--- src/rtl/pll_apb_pkg.sv ---
// Shared encodings, FSM state type and defaults for the GPLL APB configuration block.
package pll_apb_pkg;

  // Command opcodes as presented on cmd_op.
  typedef enum logic [1:0] {
    OP_WRITE = 2'b00,
    OP_READ  = 2'b01,
    OP_APPLY = 2'b10,
    OP_RSVD  = 2'b11
  } cmd_op_e;

  // Sequencer states.
  typedef enum logic [2:0] {
    ST_IDLE      = 3'd0,
    ST_SETUP     = 3'd1,
    ST_ACCESS    = 3'd2,
    ST_RST_PULSE = 3'd3,
    ST_WAIT_LOCK = 3'd4,
    ST_RESP      = 3'd5
  } state_e;

  // Number of consecutive high synchronised lock samples that count as locked.
  localparam int LOCK_STABLE_CNT = 8;

  // Parameter defaults.
  localparam int RST_CYCLES_DEF   = 16;
  localparam int LOCK_TIMEOUT_DEF = 65535;
  localparam int APB_TIMEOUT_DEF  = 255;

  // Counter widths: the cycle counter must hold LOCK_TIMEOUT, the stable counter 8.
  localparam int CNT_W = 16;
  localparam int STB_W = 4;

  // Saturating increment of the cycle counter; it sticks at all-ones instead of wrapping.
  function automatic logic [CNT_W-1:0] cnt_sat_inc(input logic [CNT_W-1:0] v);
    return (v == {CNT_W{1'b1}}) ? v : v + CNT_W'(1);
  endfunction

endpackage

--- src/rtl/pll_lock_sync.sv ---
// Two-flop synchroniser bringing the asynchronous GPLL LOCK into the apb_clk domain.
module pll_lock_sync (
  input  logic clk_i,
  input  logic rst_i,
  input  logic lock_i,
  output logic lock_sync_o
);

  logic meta_q;
  logic sync_q;

  // Shift the raw lock through two flops; the first may go metastable.
  always_ff @(posedge clk_i) begin
    if (rst_i) begin
      meta_q <= 1'b0;
      sync_q <= 1'b0;
    end else begin
      meta_q <= lock_i;
      sync_q <= meta_q;
    end
  end

  assign lock_sync_o = sync_q;

endmodule

--- src/rtl/pll_apb_cfg.sv ---
// GPLL configuration sequencer: turns WRITE/READ commands into APB transfers and
// APPLY commands into a PLL reset pulse followed by a bounded wait for stable lock.
module pll_apb_cfg
  import pll_apb_pkg::*;
#(
  parameter int RST_CYCLES   = RST_CYCLES_DEF,
  parameter int LOCK_TIMEOUT = LOCK_TIMEOUT_DEF,
  parameter int APB_TIMEOUT  = APB_TIMEOUT_DEF
) (
  input  logic        apb_clk,
  input  logic        rst,
  input  logic        cmd_valid,
  output logic        cmd_ready,
  input  logic [1:0]  cmd_op,
  input  logic [4:0]  cmd_addr,
  input  logic [15:0] cmd_wdata,
  output logic        rsp_valid,
  output logic [15:0] rsp_rdata,
  output logic        rsp_err,
  output logic        busy,
  output logic        apb_rst_n,
  output logic        apb_sel,
  output logic        apb_en,
  output logic        apb_write,
  output logic [4:0]  apb_addr,
  output logic [15:0] apb_wdata,
  input  logic [15:0] apb_rdata,
  input  logic        apb_ready,
  output logic        pll_rst,
  input  logic        lock
);

  // Terminal counts: a state that must last N cycles leaves when the counter reads N-1.
  localparam logic [CNT_W-1:0] RST_LAST    = CNT_W'(RST_CYCLES - 1);
  localparam logic [CNT_W-1:0] APB_LAST    = CNT_W'(APB_TIMEOUT - 1);
  localparam logic [CNT_W-1:0] LOCK_LAST   = CNT_W'(LOCK_TIMEOUT - 1);
  localparam logic [STB_W-1:0] STABLE_LAST = STB_W'(LOCK_STABLE_CNT - 1);

  state_e            state_q;
  cmd_op_e           op_q;
  logic [CNT_W-1:0]  cyc_cnt_q;
  logic [CNT_W-1:0]  cyc_cnt_d;
  logic [STB_W-1:0]  stb_cnt_q;
  logic [STB_W-1:0]  stb_cnt_d;
  logic              cmd_ready_q;
  logic              rsp_valid_q;
  logic              rsp_err_q;
  logic [15:0]       rsp_rdata_q;
  logic              busy_q;
  logic              apb_rst_n_q;
  logic              apb_sel_q;
  logic              apb_en_q;
  logic              apb_write_q;
  logic [4:0]        apb_addr_q;
  logic [15:0]       apb_wdata_q;
  logic              pll_rst_q;
  logic              lock_s;

  pll_lock_sync u_lock_sync (
    .clk_i       (apb_clk),
    .rst_i       (rst),
    .lock_i      (lock),
    .lock_sync_o (lock_s)
  );

  // Saturating next values for both counters.
  always_comb begin
    cyc_cnt_d = cnt_sat_inc(cyc_cnt_q);
    if (stb_cnt_q == {STB_W{1'b1}}) begin
      stb_cnt_d = stb_cnt_q;
    end else begin
      stb_cnt_d = stb_cnt_q + STB_W'(1);
    end
  end

  // Sequencer with all outputs registered alongside the state; counters clear on every entry.
  always_ff @(posedge apb_clk) begin
    if (rst) begin
      state_q     <= ST_IDLE;
      op_q        <= OP_WRITE;
      cyc_cnt_q   <= '0;
      stb_cnt_q   <= '0;
      cmd_ready_q <= 1'b1;
      rsp_valid_q <= 1'b0;
      rsp_err_q   <= 1'b0;
      rsp_rdata_q <= 16'h0000;
      busy_q      <= 1'b0;
      apb_rst_n_q <= 1'b0;
      apb_sel_q   <= 1'b0;
      apb_en_q    <= 1'b0;
      apb_write_q <= 1'b0;
      apb_addr_q  <= 5'd0;
      apb_wdata_q <= 16'h0000;
      pll_rst_q   <= 1'b0;
    end else begin
      apb_rst_n_q <= 1'b1;
      case (state_q)
        ST_IDLE: begin
          if (cmd_valid && cmd_ready_q) begin
            op_q        <= cmd_op_e'(cmd_op);
            cmd_ready_q <= 1'b0;
            busy_q      <= 1'b1;
            cyc_cnt_q   <= '0;
            stb_cnt_q   <= '0;
            case (cmd_op_e'(cmd_op))
              OP_WRITE, OP_READ: begin
                state_q     <= ST_SETUP;
                apb_sel_q   <= 1'b1;
                apb_en_q    <= 1'b0;
                apb_addr_q  <= cmd_addr;
                apb_wdata_q <= cmd_wdata;
                apb_write_q <= (cmd_op == OP_WRITE);
              end
              OP_APPLY: begin
                state_q   <= ST_RST_PULSE;
                pll_rst_q <= 1'b1;
              end
              default: begin
                state_q     <= ST_RESP;
                rsp_valid_q <= 1'b1;
                rsp_err_q   <= 1'b1;
              end
            endcase
          end
        end
        ST_SETUP: begin
          state_q   <= ST_ACCESS;
          apb_en_q  <= 1'b1;
          cyc_cnt_q <= '0;
        end
        ST_ACCESS: begin
          if (apb_ready) begin
            state_q     <= ST_RESP;
            apb_sel_q   <= 1'b0;
            apb_en_q    <= 1'b0;
            rsp_valid_q <= 1'b1;
            rsp_err_q   <= 1'b0;
            cyc_cnt_q   <= '0;
            if (op_q == OP_READ) begin
              rsp_rdata_q <= apb_rdata;
            end
          end else if (cyc_cnt_q >= APB_LAST) begin
            // Slave never answered: abandon the transfer and report it.
            state_q     <= ST_RESP;
            apb_sel_q   <= 1'b0;
            apb_en_q    <= 1'b0;
            rsp_valid_q <= 1'b1;
            rsp_err_q   <= 1'b1;
            cyc_cnt_q   <= '0;
          end else begin
            cyc_cnt_q <= cyc_cnt_d;
          end
        end
        ST_RST_PULSE: begin
          if (cyc_cnt_q >= RST_LAST) begin
            state_q   <= ST_WAIT_LOCK;
            pll_rst_q <= 1'b0;
            cyc_cnt_q <= '0;
            stb_cnt_q <= '0;
          end else begin
            cyc_cnt_q <= cyc_cnt_d;
          end
        end
        ST_WAIT_LOCK: begin
          // A stable lock on the very last allowed cycle still counts as success.
          if (lock_s && (stb_cnt_q >= STABLE_LAST)) begin
            state_q     <= ST_RESP;
            rsp_valid_q <= 1'b1;
            rsp_err_q   <= 1'b0;
            cyc_cnt_q   <= '0;
            stb_cnt_q   <= '0;
          end else if (cyc_cnt_q >= LOCK_LAST) begin
            state_q     <= ST_RESP;
            rsp_valid_q <= 1'b1;
            rsp_err_q   <= 1'b1;
            cyc_cnt_q   <= '0;
            stb_cnt_q   <= '0;
          end else begin
            cyc_cnt_q <= cyc_cnt_d;
            stb_cnt_q <= lock_s ? stb_cnt_d : '0;
          end
        end
        ST_RESP: begin
          state_q     <= ST_IDLE;
          rsp_valid_q <= 1'b0;
          rsp_err_q   <= 1'b0;
          busy_q      <= 1'b0;
          cmd_ready_q <= 1'b1;
          cyc_cnt_q   <= '0;
          stb_cnt_q   <= '0;
        end
        default: begin
          state_q     <= ST_IDLE;
          rsp_valid_q <= 1'b0;
          rsp_err_q   <= 1'b0;
          busy_q      <= 1'b0;
          cmd_ready_q <= 1'b1;
          apb_sel_q   <= 1'b0;
          apb_en_q    <= 1'b0;
          pll_rst_q   <= 1'b0;
          cyc_cnt_q   <= '0;
          stb_cnt_q   <= '0;
        end
      endcase
    end
  end

  assign cmd_ready = cmd_ready_q;
  assign rsp_valid = rsp_valid_q;
  assign rsp_err   = rsp_err_q;
  assign rsp_rdata = rsp_rdata_q;
  assign busy      = busy_q;
  assign apb_rst_n = apb_rst_n_q;
  assign apb_sel   = apb_sel_q;
  assign apb_en    = apb_en_q;
  assign apb_write = apb_write_q;
  assign apb_addr  = apb_addr_q;
  assign apb_wdata = apb_wdata_q;
  assign pll_rst   = pll_rst_q;

endmodule

--- config.mk ---
export PLATFORM = sky130hd
export DESIGN_NAME = pll_apb_cfg
export DESIGN_NICKNAME = d
export VERILOG_FILES = /design/src/rtl/pll_apb_pkg.sv /design/src/rtl/pll_lock_sync.sv /design/src/rtl/pll_apb_cfg.sv
export SDC_FILE = /design/constraint.sdc
export NUM_CORES = 1
export LEC_CHECK = 0
export ABC_CLOCK_PERIOD_IN_PS = 2400
export BUFFER_PORTS_ARGS = -buffer_cell sky130_fd_sc_hd__buf_2
export CORE_UTILIZATION = 52
export CTS_CLUSTER_DIAMETER = 100
export CTS_CLUSTER_SIZE = 12
export DETAILED_ROUTE_END_ITERATION = 16
export PLACE_DENSITY = 0.88
export SLEW_MARGIN = 25
export SYNTH_ARGS = -nofsm -noshare
export SYNTH_HDL_FRONTEND = slang
export SYNTH_SLANG_ARGS = --single-unit
--- constraint.sdc ---
create_clock -name apb_clk -period 2.4 [get_ports apb_clk]
set_input_delay 0.12 -clock apb_clk [delete_from_list [all_inputs] [get_ports apb_clk]]
set_output_delay 0.12 -clock apb_clk [all_outputs]
set_load 0.03 [all_outputs]
==> reports/qor.yml <==
status:
  status: "finished, violations left"
  violations: "hold timing"
clock_network:
  cts_resized: 0
  htreeDepth: 3
  clock_latency_ps: 350
  cts_buffers: 9
  cts_num_sinks: 73
  cts_tree: "done"
  cts_buffer_depth: 2
  post_cts_buffers: 0
  cts-root-buf: "clkbuf_8"
  cts.clk_slew.worst_paths_ps: 80
pwr:
  p_leak_nw: 1.66
  ir_worst_vdd_mv: 0.642
  power_density_nw_per_um2: 1000
layout:
  area_growth_syn_to_layout_pct: 26.2
  drive_gt1_frac: 0.274
  diodes: 0
  final_cell_mix: "89 x buf_2, 86 x nand2_1, 73 x dfxtp_1"
  fin_area_um2: 4070
  final_common_cell: "buf_2"
  layout.nets: 535
setup_path:
  r2r_start: "cyc_cnt_q[11]"
  worstPathArrival_ps: 2460
  required_ps: 2630
  endpoint_kind: "register"
  crit_start: "cyc_cnt_q[11]"
  path_max_fanout: 10
  worstSetupPathType: "reg -> reg"
  worstSetupStartpointType: "register"
timing:
  tightest_slew_ps: 578
  slew_headroom: 0.609
  fin_tns_setup_ps: 0
  hold_slack_ps: -0.929
  clock.fmax_ghz: 0.447
  hold_viol: 3
  setup_violations: 0
  period_minus_slack_ps: 2240
  rsz0062_at_grt: "false"
  finalCritPeriodShare: 0.932
  fin_worst_skew_ps: 9.02
  slew_violations: 0
route:
  vias: 3257
  drt-total-wl_um: 8500
  highest_layer: "met4"
  detail_route.wl_per_cell_um: 15.0
  wl_met1_um: 3380
  dr_wl_met3_um: 589
  viasPerCell: 5.74
  drt_iter0_markers: 202
  wl_met2_um: 4270
  remaining_drc_errors: 0
  drtAntennaViolNets: 0
  firstDrtPassIters: 5
placement:
  hpwl_um: 5580
  port_buffers: 89
  place_congestion: 0.883
  placed_area_um2: 3730
synth:
  synth_edf_count: 0
  syn_area_per_cell_um2: 8.27
  synth_seq_cells: 73
  synthArstFlopShare: 0
  syn_area_um2: 3230
  syn_nets: 437
  ys.flop_type: "dfxtp_1"
  synth.yosys.seq_area_share: 0.453
  syn-instance-count: 390
  ys_warn_count: 0
  synthDistinctLibCells: 53
global_routing:
  grt_overflow: 0
  grt_max_degree: 30
  track_usage: 0.276
  grt_pass1_vias: 3131
  grt_first_pass_wirelength_um: 14000
  antenna_found_initial: 0
hold_path:
  worstHoldStart: "cmd_wdata[0]"
  hold_class: "in -> reg"
die:
  core_area_um2: 5960
  die_y_um: 80.8
  die_width_um: 80.8
  row_count: 28
  start_util: 0.542
  ios: 90
  dieArea_um2: 6520
job:
  cap_violations: 0
[layer usage]
layer	track usage	vias up
li1	-	1568
met3	0.0753	31
met1	0.334	1509
met2	0.442	149
met4	0.154	0
met5	0	-
[layout make-up]
cell class	instances	area [um^2]
inverter	6	22.5
clock buffer	10	138
multi-input combinational	283	1610
clock inverter	5	78.8
sequential	73	1460
fill	440	1880
timing repair buffer	115	671
tap	75	93.8
[report_power, final]
part | switching (mW) | internal, mW
Clock | 0.462 | 0.608
Combinational | 1.04 | 0.525
Sequential | 0.0889 | 1.36
Total | 1.59 | 2.50
[metrics by stage]
step / cells / hold slack (ps) / setup WS [ps] / utilization / total power, mW
finish: 567 / -0.929 / 163 / 0.684 / 4.09
global route: 567 / 3.27 / 7.75 / 0.684 / 4.29
CTS: 566 / 0.112 / 175 / 0.682 / 4.06
detailed placement: 540 / 338 / 196 / 0.627 / 2.97
global placement: 540 / 333 / 333 / 0.627 / 2.92
floorplan: 390 / 216 / 525 / - / 2.57
[critical path, cell delays in order, from the launching register on]
cell and delay (ps):
dfxtp_1 450, nand4_1 220, nor4_2 400, nor3_2 120, o41ai_4 580, buf_4 280, a211oi_1 60
[sequential cells by signal, indices dropped and copies added, names as in the netlist, 2 cells and up]
signal,flops
apb_addr,5
apb_wdata,16
cyc_cnt_q,16
op_q,2
rsp_rdata,16
state_q,3
stb_cnt_q,4
[what timing repair did]
item,CTS,global route
hold buffers,11,1
endpoints found under the setup margin,0,0
endpoints found under the hold margin,11,1
[logic make-up (layout without fill, tap and decap cells)]
group,count (synthesis),after routing,synth area share
mux,2,2,0.00621
xor+xnor,8,8,0.0217
compound gates,92,92,0.184
buf+inv,34,136,0.0489
simple gates,178,178,0.275
fa+ha+maj,3,3,0.0116
flops,73,73,0.453
[final timing paths]
| path | slack [ps] | cells after the start | end |
|---|---|---|---|
| setup reg to reg | 160 | 6 | cyc_cnt_q[1] |
| hold / removal | -0.9 | 3 | apb_wdata[0] |
| hold reg to reg | 440 | 1 | u_lock_sync.lock_sync_o |
| setup / recovery | 160 | 6 | cyc_cnt_q[1] |
[synthesized netlist by cell type, drive strengths merged (5+ instances only)]
master  instances  area [um^2]
nand2          86          323
nor2           27          104
inv             6         22.5
nand4           6         37.5
clkbuf         18         67.6
dfxtp          73         1460
o31ai           5         37.5
nand3           8         45.0
buf            10         67.6
a21oi          54          270
o21ai           9         45.0
nor4           15          121
nor3            9         55.1
xnor2           8         70.1
(Power assumes the default switching activity.)
